File: src/rtl/blob_frame_ctrl.sv
// Frame sequencer for the blob counter core: clears it, streams one frame of binarized pixels, holds the count.
// Build option BLOB_CTRL_AVG_EN: o_count reports the truncated average of the last four results.
module blob_frame_ctrl #(
  parameter int unsigned IMG_W      = 640,
  parameter int unsigned IMG_H      = 480,
  parameter int unsigned CLR_CYCLES = 2,
  parameter int unsigned TIMEOUT    = 1024
) (
  input  logic        i_clk,
  input  logic        i_rst_n,
  input  logic        i_start,
  input  logic        i_cont,
  input  logic        i_abort,
  input  logic        i_sof,
  input  logic        i_pix_valid,
  input  logic        i_pix_bin,
  output logic        o_blob_rst_n,
  output logic        o_blob_start,
  output logic        o_blob_seq,
  input  logic        i_blob_valid,
  input  logic [7:0]  i_blob_count,
  output logic        o_busy,
  output logic [7:0]  o_count,
  output logic        o_count_valid,
  output logic [1:0]  o_err,
  output logic [15:0] o_frame_cnt
);
  localparam int unsigned NPIX  = IMG_W * IMG_H;
  localparam int unsigned PIX_W = 19;
  localparam int unsigned CLR_W = (CLR_CYCLES > 1) ? $clog2(CLR_CYCLES) : 1;
  localparam int unsigned TO_W  = (TIMEOUT > 1) ? $clog2(TIMEOUT) : 1;
  localparam logic [PIX_W-1:0] LAST_PIX = PIX_W'(NPIX - 1);
  localparam logic [CLR_W-1:0] CLR_LAST = CLR_W'(CLR_CYCLES - 1);
  localparam logic [TO_W-1:0]  TO_LAST  = TO_W'(TIMEOUT - 1);

  typedef enum logic [2:0] {
    S_IDLE   = 3'd0,
    S_CLEAR  = 3'd1,
    S_ARMED  = 3'd2,
    S_STREAM = 3'd3,
    S_WAIT   = 3'd4
  } state_e;

  state_e             state_q, state_d;
  logic               after_q, after_d;     // destination after CLEAR: 1 = ARMED, 0 = IDLE
  logic [CLR_W-1:0]   clr_cnt_q, clr_cnt_d;
  logic [PIX_W-1:0]   pix_cnt_q, pix_cnt_d;
  logic [TO_W-1:0]    wait_cnt_q, wait_cnt_d;
  logic               rst_q, rst_d;
  logic               start_q, start_d;
  logic               pix1_q, pix1_d;
  logic               vld1_q, vld1_d;
  logic               seq_q, seq_d;
  logic               busy_q, busy_d;
  logic [7:0]         count_q, count_d;
  logic               cv_q, cv_d;
  logic [1:0]         err_q, err_d;
  logic [15:0]        frame_q, frame_d;
  logic               go_clear_c, go_arm_c;
  logic [7:0]         result_c;

`ifdef BLOB_CTRL_AVG_EN
  logic [3:0][7:0]    hist_q, hist_d;
  logic [9:0]         avg_sum_c;

  assign avg_sum_c = 10'(i_blob_count) + 10'(hist_q[0]) + 10'(hist_q[1]) + 10'(hist_q[2]);
  assign result_c  = avg_sum_c[9:2];
`else
  assign result_c  = i_blob_count;
`endif

  // Next-state and registered-output logic
  always_comb begin
    state_d    = state_q;
    after_d    = after_q;
    clr_cnt_d  = clr_cnt_q;
    pix_cnt_d  = pix_cnt_q;
    wait_cnt_d = wait_cnt_q;
    err_d      = err_q;
    count_d    = count_q;
    frame_d    = frame_q;
    start_d    = 1'b0;
    cv_d       = 1'b0;
    pix1_d     = 1'b0;
    vld1_d     = 1'b0;
    go_clear_c = 1'b0;
    go_arm_c   = 1'b0;
`ifdef BLOB_CTRL_AVG_EN
    hist_d     = hist_q;
`endif
    unique case (state_q)
      S_CLEAR: begin
        if (i_abort) after_d = 1'b0;
        if (clr_cnt_q == CLR_LAST) state_d = (after_q && !i_abort) ? S_ARMED : S_IDLE;
        else                       clr_cnt_d = clr_cnt_q + CLR_W'(1);
      end
      S_ARMED: begin
        if (i_abort) begin
          go_clear_c = 1'b1;
        end else if (i_sof && i_pix_valid) begin
          start_d   = 1'b1;
          pix1_d    = i_pix_bin;
          vld1_d    = 1'b1;
          pix_cnt_d = PIX_W'(1);
          state_d   = S_STREAM;
        end
      end
      S_STREAM: begin
        if (i_abort) begin
          go_clear_c = 1'b1;
        end else if (!i_pix_valid) begin
          err_d[0]   = 1'b1;
          go_clear_c = 1'b1;
        end else begin
          pix1_d = i_pix_bin;
          vld1_d = 1'b1;
          if (pix_cnt_q == LAST_PIX) begin
            state_d    = S_WAIT;
            wait_cnt_d = '0;
          end else begin
            pix_cnt_d = pix_cnt_q + PIX_W'(1);
          end
        end
      end
      S_WAIT: begin
        if (i_abort) begin
          go_clear_c = 1'b1;
        end else if (i_blob_valid) begin
          count_d = result_c;
          cv_d    = 1'b1;
          frame_d = frame_q + 16'd1;
`ifdef BLOB_CTRL_AVG_EN
          hist_d  = {hist_q[2:0], i_blob_count};
`endif
          if (i_cont) begin
            go_clear_c = 1'b1;
            go_arm_c   = 1'b1;
          end else begin
            state_d = S_IDLE;
          end
        end else if (wait_cnt_q == TO_LAST) begin
          err_d[1]   = 1'b1;
          go_clear_c = 1'b1;
          go_arm_c   = i_cont;
        end else begin
          wait_cnt_d = wait_cnt_q + TO_W'(1);
        end
      end
      default: begin
        if (i_start) begin
          err_d      = 2'b00;
          go_clear_c = 1'b1;
          go_arm_c   = 1'b1;
`ifdef BLOB_CTRL_AVG_EN
          if (!i_cont) hist_d = '0;
`endif
        end
      end
    endcase
    if (go_clear_c) begin
      state_d   = S_CLEAR;
      clr_cnt_d = '0;
      after_d   = go_arm_c;
    end
  end

  assign rst_d  = (state_d != S_CLEAR);
  assign busy_d = (state_d != S_IDLE);
  assign seq_d  = vld1_q & pix1_q;

  always_ff @(posedge i_clk or negedge i_rst_n) begin
    if (!i_rst_n) begin
      state_q    <= S_IDLE;
      after_q    <= 1'b0;
      clr_cnt_q  <= '0;
      pix_cnt_q  <= '0;
      wait_cnt_q <= '0;
      rst_q      <= 1'b1;
      start_q    <= 1'b0;
      pix1_q     <= 1'b0;
      vld1_q     <= 1'b0;
      seq_q      <= 1'b0;
      busy_q     <= 1'b0;
      count_q    <= '0;
      cv_q       <= 1'b0;
      err_q      <= '0;
      frame_q    <= '0;
`ifdef BLOB_CTRL_AVG_EN
      hist_q     <= '0;
`endif
    end else begin
      state_q    <= state_d;
      after_q    <= after_d;
      clr_cnt_q  <= clr_cnt_d;
      pix_cnt_q  <= pix_cnt_d;
      wait_cnt_q <= wait_cnt_d;
      rst_q      <= rst_d;
      start_q    <= start_d;
      pix1_q     <= pix1_d;
      vld1_q     <= vld1_d;
      seq_q      <= seq_d;
      busy_q     <= busy_d;
      count_q    <= count_d;
      cv_q       <= cv_d;
      err_q      <= err_d;
      frame_q    <= frame_d;
`ifdef BLOB_CTRL_AVG_EN
      hist_q     <= hist_d;
`endif
    end
  end

  // Core reset must drop together with the system reset, not a cycle later
  assign o_blob_rst_n  = rst_q & i_rst_n;
  assign o_blob_start  = start_q;
  assign o_blob_seq    = seq_q;
  assign o_busy        = busy_q;
  assign o_count       = count_q;
  assign o_count_valid = cv_q;
  assign o_err         = err_q;
  assign o_frame_cnt   = frame_q;
endmodule

File: config.mk
export PLATFORM = sky130hd
export DESIGN_NAME = blob_frame_ctrl
export DESIGN_NICKNAME = d
export VERILOG_FILES = /design/src/rtl/blob_frame_ctrl.sv
export SDC_FILE = /design/constraint.sdc
export NUM_CORES = 1
export LEC_CHECK = 0
export ABC_CLOCK_PERIOD_IN_PS = 3300
export CORE_MARGIN = 2
export CORE_UTILIZATION = 55
export CTS_CLUSTER_DIAMETER = 100
export DETAILED_ROUTE_END_ITERATION = 16
export PLACE_DENSITY = 0.81
export SYNTH_ARGS = -nofsm -noshare
export SYNTH_HDL_FRONTEND = slang
export SYNTH_SLANG_ARGS = --single-unit
File: constraint.sdc
create_clock -name i_clk -period 3.3 [get_ports i_clk]
set_clock_uncertainty 0.05 [all_clocks]
set_input_delay 0.33 -clock i_clk [delete_from_list [all_inputs] [get_ports i_clk]]
set_output_delay 0.33 -clock i_clk [all_outputs]
set_load 0.005 [all_outputs]
==> results of run 1 <==
-- power by group through the flow --
stage          clock network, mW  logic, mW  registers [mW]
6_report                   0.682      0.270           0.966
5_1_grt                    0.727      0.304           0.978
4_1_cts                    0.695      0.272           0.964
3_5_place_dp                   0      0.269           0.980
3_3_place_gp                   0      0.260           0.977
2_1_floorplan                  0      0.215           0.936
-- registers in the layout, indices dropped and copies added (netlist names) --
signal         count
wait_cnt_q        10
o_count            8
o_busy             1
o_count_valid      1
o_frame_cnt       16
pix_cnt_q         19
rst_q              1
after_q            1
clr_cnt_q          1
o_blob_seq         1
o_err              2
state_q            3
pix1_q             1
vld1_q             1
o_blob_start       1
-- logic make-up after synthesis --
kind of cell,after synthesis,synth area share [%]
AO/OA/AOI/OAI,38,8.589
XOR/XNOR,34,8.964
adder cells (fa/ha/maj),3,1.130
buffers and inverters,19,2.975
flip-flops,67,50.51
multiplexers,11,3.654
AND/OR/NAND/NOR,143,24.18
-- metrics by stage --
| step | total power, mW | area (um2) | cells | util, % |
|---|---|---|---|---|
| floorplan | 1.150 | 3322 | 315 | - |
| global placement | 1.237 | 3824 | 428 | 64.97 |
| detailed placement | 1.249 | 3824 | 428 | 64.97 |
| CTS | 1.931 | 4021 | 444 | 68.32 |
| global route | 2.009 | 4021 | 444 | 68.32 |
| finish | 1.917 | 4021 | 444 | 68.32 |
-- cell usage in the layout, fill, tap and decap left out, types with 2 or more instances in the layout --
master	synthesis	layout
a211o_1	2	2
a21oi_1	7	7
and2_1	6	6
nand4_1	9	9
or4_1	5	5
o211ai_1	4	4
nor4_1	5	5
xor2_1	12	12
or3_1	3	3
nor2_1	41	41
nand2_1	24	24
nand2b_1	3	3
nor2b_1	2	2
nand3_1	18	18
or3b_1	2	2
xnor2_1	22	22
inv_1	8	8
clkbuf_1	1	3
mux2_2	9	9
nor3_1	4	4
nand3b_1	2	2
and4_1	4	4
and3_1	4	4
o21ai_0	6	6
clkbuf_8	0	11
clkdlybuf4s50_1	0	46
ha_1	3	3
a21oi_2	2	2
mux2i_1	2	2
dfrtp_1	66	66
o21ai_1	2	2
-- final cells by class --
class                           instances  share of cell area (%)
Timing Repair Buffer                   48                   11.76
Sequential cell                        67                   41.72
Clock buffer                           14                   4.045
Tap cell                               75                   2.334
Inverter                                9                  0.8401
Multi-Input combinational cell        229                   38.43
Clock inverter                          2                  0.8712
-- layer usage --
metal  up-vias  GRT usage [%]
met5         -              0
met4         0          10.83
met2        48          35.49
met1      1255          29.13
li1       1211              -
met3        16          4.505
-- how the worst max path moves through the flow --
stage,start,cells after the start,slack (ns),endpoint
after floorplan,pix_cnt_q[0]$_DFFE_PN0P_,7,1.40,pix_cnt_q[2]$_DFFE_PN0P_
after CTS,pix_cnt_q[0]$_DFFE_PN0P_,6,0.91,wait_cnt_q[5]$_DFFE_PN0P_
after global routing,pix_cnt_q[0]$_DFFE_PN0P_,6,0.71,wait_cnt_q[8]$_DFFE_PN0P_
after detailed placement,i_abort,6,0.75,pix_cnt_q[2]$_DFFE_PN0P_
final,pix_cnt_q[0]$_DFFE_PN0P_,6,0.89,wait_cnt_q[6]$_DFFE_PN0P_
after global placement,i_abort,6,0.84,pix_cnt_q[2]$_DFFE_PN0P_
==> summary.txt, run 1 <==
Timing
  • Fin. max-slew vios: 0
  • Worst rel slew slack: 45.00%
  • Final period util: 72.90%
  • Final min period: 2.406 ns
  • Final WS setup: 0.8944 ns
  • Slew at the pin with the worst max-slew slack: 0.8250 ns
  • Setup Total Neg Slack: 0 ns
  • Hold WS: 0.1328 ns
  • Final Hold Vio Count: 0
  • Count of final setup violators: 0
  • Unrepaired setup endpoints after global routing: no
  • Achievable Freq: 415.7 MHz

Power
  • Clock share of power: 35.5%
  • Seq pwr share: 50.4%
  • Sw Pwr: 516.9 uW
  • Cell Pwr Density: 476.8 mW/mm2
  • Leakage: 1.726 nW
  • Switch share: 26.96%
  • Logic pwr share: 14.1%
  • Maximum vdd drop: 0.3698 mV
  • Int Pwr: 1.400 mW

Worst setup path
  • Reg-to-reg endpoint: wait_cnt_q[6]$_DFFE_PN0P_
  • Reg2reg setup slack: 0.89 ns
  • Crit path DAT: 2.55 ns
  • Worst Path Buf+Inv: 0
  • Worst EP required: 3.44 ns
  • Reg2reg start: pix_cnt_q[0]$_DFFE_PN0P_
  • Max incr delay on CP: 0.53 ns
  • Crit path max-delay cell type: nor3_2
  • CP cell instances: ha_1, nand3_1, nor3_2, nand3_1, nor2_1, nor2_1
  • Top delay family on crit path: simple AND/OR/NAND/NOR gates
  • Crit Path Max Fanout: 8
  • CP endpoint kind: register
  • R2R cell count: 6
  • Crit start category: register
  • Critical path type: reg -> reg

Floorplanning
  • Die ar.: 0.006677 mm2
  • Ports: 48
  • Row Count: 28
  • Die H: 81.72 um
  • Initial Utilization: 56.44%
  • Die X: 81.72 um
  • Core Footprint: 0.005886 mm2

Logic synthesis
  • Post-synth EDFFs: 0
  • Syn avg cell area: 10.55 um2
  • Main area contributors after synthesis: dfrtp_1, xnor2_1, nor2_1
  • #FFs+latches synth: 67
  • Net count after synthesis: 335
  • Top_reg_cell synth: dfrtp_1
  • Post-synth top area cell: dfrtp_1
  • Syn. warnings: 0
  • Sequential fraction of the synthesis area: 50.51%
  • Synthesized instance count: 315
  • Synth cell count leaders: dfrtp_1, nor2_1, nand2_1
  • Distinct cell type count after synthesis: 60
  • Cell Area, Synth: 0.003322 mm2
  • Synth top area share: 49.72%
  • Asr flop ratio synth: 100.0%
  • Count leader, synth: dfrtp_1

Clock network
  • Clock sink count: 67
  • Clk slew on worst S/H paths: 0.08 ns
  • Clk_lat worst skew: 0.34 ns
  • CTS root buf: clkbuf_8
  • Setup Buffers After CTS: 0
  • Clock tree buffer depth: 2
  • Hold buffer count at CTS: 0
  • # H-tree levels: 3
  • # resized after CTS: 0
  • CTS buffer count: 9
  • TritonCTS clock tree: built

Global routing
  • Antenna violations before repair: 0
  • Vias in the first global route: 2440
  • GR Util All Layers: 22.26%
  • First-pass GRT wire length: 11.26 mm
  • Total gr overflow: 0
  • Largest net degree at the start of global routing: 68

Cells and area
  • Nets: 384
  • Multi-input gate area: 0.001545 mm2
  • Area grow syn2layout: 21.05%
  • Fillers: 443
  • FF/Latch Area: 0.001678 mm2
  • Antenna cell count: 0
  • Share of cells above drive strength 1: 11.11%

Drt
  • 1st-iter DRT viols: 182
  • Final wirelength: 6.817 mm
  • Met1 WL: 3.015 mm
  • Wire length per cell: 15.35 um
  • Met3 wire length: 190 um
  • Top sig layer: met4
  • Drt drc: 0
  • Via density: 5.698
  • Met2 routed WL: 3.440 mm
  • DR vias: 2530
  • Antenna viol nets, final: 0
  • First-pass DRT Iterations: 4

Placed design
  • HPWL after DPL: 4.772 mm
  • Place WS: 0.7542 ns
  • Final Wtd Congestion: 0.8329
  • PortBufs: 47

Outcome
  • Status: complete, no violations

Run
  • Max Cap Violations: 0

Min path
  • Hold WC Path Type: in -> async
No activity file was read; power rests on OpenSTA's default activity.
==> run 2: changes to the inputs <==
==> config.mk (replaced) <==
export PLATFORM = sky130hd
export DESIGN_NAME = blob_frame_ctrl
export DESIGN_NICKNAME = d
export VERILOG_FILES = /design/src/rtl/blob_frame_ctrl.sv
export SDC_FILE = /design/constraint.sdc
export NUM_CORES = 1
export LEC_CHECK = 0
export ABC_CLOCK_PERIOD_IN_PS = 2009
export CORE_MARGIN = 2
export CORE_UTILIZATION = 49
export CTS_CLUSTER_DIAMETER = 100
export DETAILED_ROUTE_END_ITERATION = 16
export PLACE_DENSITY = 0.76
export SYNTH_ARGS = -nofsm -noshare
export SYNTH_HDL_FRONTEND = slang
export SYNTH_SLANG_ARGS = --single-unit
==> constraint.sdc (replaced) <==
create_clock -name i_clk -period 2.01 [get_ports i_clk]
set_clock_uncertainty 0.05 [all_clocks]
set_input_delay 0.201 -clock i_clk [delete_from_list [all_inputs] [get_ports i_clk]]
set_output_delay 0.201 -clock i_clk [all_outputs]
set_load 0.005 [all_outputs]
==> run 2 against run 1 <==
Net effect:
- the flow now finishes with violations (negative hold slack)
- die area increased by 12%
- power up 75%
- combinational power is 120% higher
- global-route usage down 2.1 points
- fmax up 28%
- critical path depth grew 1
- cell count up 9.0%
- largest cell class unchanged
- largest power group unchanged
==> summary.txt, run 2 (synthesized netlist as in run 1, its figures left out) <==
Outcome
  • Status: finished with violations
  • Violations in the final reports: negative hold slack

Placed design
  • Cell Count Post-Placement: 467
  • PortBufs: 47
  • HPWL after DPL: 4.861 mm
  • DP Area: 0.004110 mm2
  • Final Wtd Congestion: 0.8648

Global routing
  • First-pass GRT wire length: 11.90 mm
  • Vias in the first global route: 2658
  • GR Util All Layers: 20.19%
  • Total gr overflow: 0
  • Antenna violations before repair: 0
  • Largest net degree at the start of global routing: 68

Timing
  • Fin. max-slew vios: 0
  • Achievable Freq: 530.9 MHz
  • Count of final setup violators: 0
  • Slew at the pin with the worst max-slew slack: 0.8189 ns
  • Final min period: 1.883 ns
  • Setup Total Neg Slack: 0 ns
  • Hold WS: -0.006598 ns
  • Worst rel slew slack: 45.40%
  • Final Hold Vio Count: 2
  • Final period util: 93.70%

Cells and area
  • Biggest register: pix_cnt_q
  • Final instance area: 0.004372 mm2
  • Nets: 419
  • Antenna cell count: 0
  • Most frequent cells in the layout: dfrtp_1, clkdlybuf4s50_1, nor2_1
  • Share of cells above drive strength 1: 21.04%
  • Non-filler cells, final: 484
  • Most common cell after layout, fill and taps aside: dfrtp_1
  • Area grow syn2layout: 31.60%
  • Largest register FFs: 19
  • Fillers: 533

Power
  • Maximum vdd drop: 0.4247 mV
  • Leakage: 1.920 nW
  • Cell Pwr Density: 767.2 mW/mm2

Worst setup path
  • Worst Path Buf+Inv: 2
  • Reg2reg start: state_q[0]$_DFF_PN0_
  • Most used cell, CP: buf_4
  • CP endpoint kind: register
  • Crit start category: register
  • CP cell instances: buf_4, nor4b_4, buf_4, nand2_2, nor4_1, xnor2_1, nor2_1
  • Worst EP required: 2.20 ns
  • Crit path max-delay cell type: dfrtp_2
  • Reg2reg setup slack: 0.13 ns
  • Critical path type: reg -> reg
  • R2R cell count: 7
  • Reg-to-reg endpoint: wait_cnt_q[8]$_DFFE_PN0P_
  • Max incr delay on CP: 0.45 ns
  • Top delay family on crit path: simple AND/OR/NAND/NOR gates
  • Crit Path Max Fanout: 7
  • Crit path DAT: 2.08 ns

Drt
  • Wire length per cell: 14.19 um
  • 1st-iter DRT viols: 119
  • Drt drc: 0
  • Final wirelength: 6.867 mm
  • DR vias: 2645
  • First-pass DRT Iterations: 4
  • Via density: 5.465
  • Antenna viol nets, final: 0

Clock network
  • Clk_lat worst skew: 0.35 ns
  • Clock sink count: 67
  • CTS root buf: clkbuf_8
  • Hold buffer count at CTS: 0
  • # H-tree levels: 3
  • Clk slew on worst S/H paths: 0.07 ns
  • Clock tree buffer depth: 2
  • TritonCTS clock tree: built
  • CTS buffer count: 9

Min path
  • Hold WC Path Type: in -> async

Floorplanning
  • Die H: 86.34 um
  • Die ar.: 0.007454 mm2
  • Initial Utilization: 49.72%
  • Die X: 86.34 um
  • Row Count: 30
  • Ports: 48
  • Core Footprint: 0.006681 mm2

Run
  • Max Cap Violations: 0
run 2: cell types whose count changed in the layout (fill, tap and decap cells not counted), sizes merged:
cell      before  now
buf            2   37
bufinv         1    2
clkbuf        14   10
clkinv         1    3
clkinvlp       0    1
run 2: worst max-delay path by stage:
stage	cells past startpoint	from	endpoint
3_3_place_gp	7	i_abort	wait_cnt_q[1]$_DFFE_PN0P_
3_5_place_dp	6	i_pix_valid	pix_cnt_q[2]$_DFFE_PN0P_
4_1_cts	6	pix_cnt_q[16]$_DFFE_PN0P_	pix_cnt_q[3]$_DFFE_PN0P_
6_report	7	state_q[0]$_DFF_PN0_	wait_cnt_q[8]$_DFFE_PN0P_
2_1_floorplan	7	pix_cnt_q[0]$_DFFE_PN0P_	pix_cnt_q[2]$_DFFE_PN0P_
5_1_grt	6	wait_cnt_q[0]$_DFFE_PN0P_	o_busy$_DFF_PN0_
run 2: power breakdown:
part | switching, mW | internal (mW)
Clock | 0.540 | 0.701
Combinational | 0.300 | 0.283
Sequential | 0.0779 | 1.45
Total | 0.918 | 2.44
run 2: metal layers:
metal | GRT usage (%) | vias to the layer above | wire (um)
met3 | 5.143 | 11 | 237
met2 | 33.01 | 48 | 3364
li1 | - | 1280 | -
met5 | 0 | - | 0
met4 | 7.813 | 0 | 106
met1 | 25.86 | 1306 | 3157
run 2: through the flow:
stage,setup WS (ns),util [%],power (mW),hold slack [ns]
6_report,0.1266,65.43,3.354,-0.006598
5_1_grt,-0.02206,65.43,3.531,0.07785
4_1_cts,0.03630,64.78,3.375,0.03215
3_5_place_dp,-0.01951,61.52,2.137,0.3898
3_3_place_gp,-0.009747,61.52,2.119,0.3885
2_1_floorplan,0.1066,-,1.888,-0.1446
run 2: what timing repair did:
| item | in CTS | in global routing |
|---|---|---|
| setup endpoints to repair | 0 | 19 |
| setup buffers | 0 | 1 |
| gates resized for setup | 0 | 9 |
| endpoints found under the hold margin | 0 | 0 |
run 2: layout make-up:
cell class | count | area, um2 | area share (%)
clock inverter | 6 | 90.09 | 2.061
timing repair buffer | 83 | 760.7 | 17.40
sequential | 67 | 1679 | 38.41
tap | 80 | 100.1 | 2.290
clock buffer | 10 | 127.6 | 2.919
inverter | 9 | 33.78 | 0.7728
multi-input combinational | 229 | 1580 | 36.15
==> run 3: changes to the inputs <==
--- a/config.mk
+++ b/config.mk
@@ -10,7 +10,7 @@
 export CORE_UTILIZATION = 49
 export CTS_CLUSTER_DIAMETER = 100
 export DETAILED_ROUTE_END_ITERATION = 16
-export PLACE_DENSITY = 0.76
+export PLACE_DENSITY = 0.81
 export SYNTH_ARGS = -nofsm -noshare
 export SYNTH_HDL_FRONTEND = slang
 export SYNTH_SLANG_ARGS = --single-unit
==> run 3 against run 2 <==
Net effect:
- the run now ends clean
- combinational power up 13%
- critical endpoint is now wait_cnt_q[1]$_DFFE_PN0P_
- count of clock-buffer cells in the layout down 1
- routed wire length up 4.8%
- non-clock buffer count is 3 higher
- critical path depth decreased by 1
- sequential power about the same
- clock power hardly changed
- die area stayed put
- design area hardly changed
- core utilization about the same
- global-route usage barely moved
==> summary.txt, run 3 (synthesized netlist as in run 1, its figures left out) <==
Outcome
  • Status: complete, no violations

Cells and area
  • Most frequent cells in the layout: dfrtp_1, clkdlybuf4s50_1, nor2_1
  • Antenna cell count: 0
  • Non-filler cells, final: 486
  • Fillers: 533
  • Biggest register: pix_cnt_q
  • Largest register FFs: 19
  • Share of cells above drive strength 1: 21.18%
  • Most common cell after layout, fill and taps aside: dfrtp_1
  • Fin util: 65.41%
  • Nets: 422
  • Area grow syn2layout: 31.56%

Global routing
  • Antenna violations before repair: 0
  • First-pass GRT wire length: 11.87 mm
  • Vias in the first global route: 2590
  • Largest net degree at the start of global routing: 68
  • Total gr overflow: 0
  • GR Util All Layers: 20.24%

Worst setup path
  • Worst EP required: 2.20 ns
  • Crit path DAT: 2.15 ns
  • Crit Path Max Fanout: 6
  • Reg-to-reg endpoint: wait_cnt_q[1]$_DFFE_PN0P_
  • R2R cell count: 6
  • CP endpoint kind: register
  • Reg2reg start: state_q[0]$_DFF_PN0_
  • Crit start category: register
  • Critical path type: reg -> reg
  • Reg2reg setup slack: 0.05 ns

Clock network
  • CTS root buf: clkbuf_8
  • Hold buffer count at CTS: 0
  • TritonCTS clock tree: built
  • Clk slew on worst S/H paths: 0.07 ns
  • # H-tree levels: 3
  • CTS buffer count: 9
  • Clock sink count: 67
  • Clk_lat worst skew: 0.34 ns
  • Clock tree buffer depth: 2

Timing
  • Achievable Freq: 509.8 MHz
  • Final min period: 1.961 ns
  • Worst rel slew slack: 45.18%
  • Hold WS: 0.009194 ns
  • Final Hold Vio Count: 0
  • Fin. max-slew vios: 0
  • Slew at the pin with the worst max-slew slack: 0.8223 ns
  • Count of final setup violators: 0
  • Final period util: 97.59%

Drt
  • Antenna viol nets, final: 0
  • Via density: 5.442
  • First-pass DRT Iterations: 4
  • 1st-iter DRT viols: 102
  • Drt drc: 0
  • Final wirelength: 7.195 mm
  • DR vias: 2645
  • Wire length per cell: 14.80 um

Floorplanning
  • Die ar.: 0.007454 mm2
  • Ports: 48
  • Initial Utilization: 49.72%
  • Die X: 86.34 um
  • Core Footprint: 0.006681 mm2
  • Die H: 86.34 um
  • Row Count: 30

Placed design
  • Final Wtd Congestion: 0.9027
  • PortBufs: 47
  • Cell Count Post-Placement: 469
  • HPWL after DPL: 5.233 mm

Power
  • Cell Pwr Density: 782.0 mW/mm2
  • Leakage: 1.931 nW
  • Power Total: 3.418 mW
  • Maximum vdd drop: 0.4397 mV

Run
  • Max Cap Violations: 0

Min path
  • Hold WC Path Type: in -> async
## run 3: changes by cell type in the layout (fill, tap and decap cells not counted), sizes merged
cell    change
clkinv      -1
buf         +3
clkbuf      -1
inv         +1
## run 3: area by class of cell
type / instances / area, um2 / area share, %
clock inverter: 6 / 90.09 / 2.061
clock buffer: 9 / 123.9 / 2.834
tap: 80 / 100.1 / 2.290
sequential: 67 / 1679 / 38.42
timing repair buffer: 86 / 783.3 / 17.92
inverter: 9 / 33.78 / 0.7730
multi-input combinational: 229 / 1560 / 35.70
## run 3: how the worst max path moves through the flow
stage / start / slack [ns] / endpoint
2_1_floorplan: pix_cnt_q[0]$_DFFE_PN0P_ / 0.11 / pix_cnt_q[2]$_DFFE_PN0P_
3_3_place_gp: i_pix_valid / -0.02 / pix_cnt_q[2]$_DFFE_PN0P_
3_5_place_dp: i_pix_valid / -0.04 / pix_cnt_q[2]$_DFFE_PN0P_
4_1_cts: state_q[1]$_DFF_PN0_ / 0.03 / wait_cnt_q[5]$_DFFE_PN0P_
5_1_grt: state_q[0]$_DFF_PN0_ / -0.02 / o_frame_cnt[11]$_DFFE_PN0P_
6_report: state_q[0]$_DFF_PN0_ / 0.05 / wait_cnt_q[1]$_DFFE_PN0P_
## run 3: power by group
group | total [mW] | switching (mW) | internal [mW]
clock | 1.22 | 0.527 | 0.695
combinational | 0.657 | 0.321 | 0.335
sequential | 1.54 | 0.0862 | 1.45
## run 3: critical path: stages (launching register included)
cell and delay (ns):
dfrtp_1 0.44, buf_4 0.18, nor4b_4 0.37, buf_4 0.20, o311ai_2 0.17, and3_1 0.23
a31o_2 0.21
## run 3: stage by stage
stage	worst slack, ns	instance area (um2)	setup TNS, ns
2_1_floorplan	0.1066	3322	0
3_3_place_gp	-0.02202	4125	-0.02202
3_5_place_dp	-0.03734	4125	-0.3618
4_1_cts	0.03495	4344	0
5_1_grt	-0.02176	4370	-0.1192
6_report	0.04852	4370	0
## run 3: what timing repair did
item                                    4_1_cts  5_1_grt
buffers inserted                              0        2
endpoints found under the setup margin        1       23
resized for setup                             1        4
pin swaps                                     0        2
## run 3: layer usage
layer  global-route usage [%]  share of wire, %  up-vias
met5                        0                 0        -
met4                    8.523               1.7        0
met3                    5.619               2.8       14
met2                    32.73                50       42
met1                    25.62                46     1301
li1                         -                 -     1288
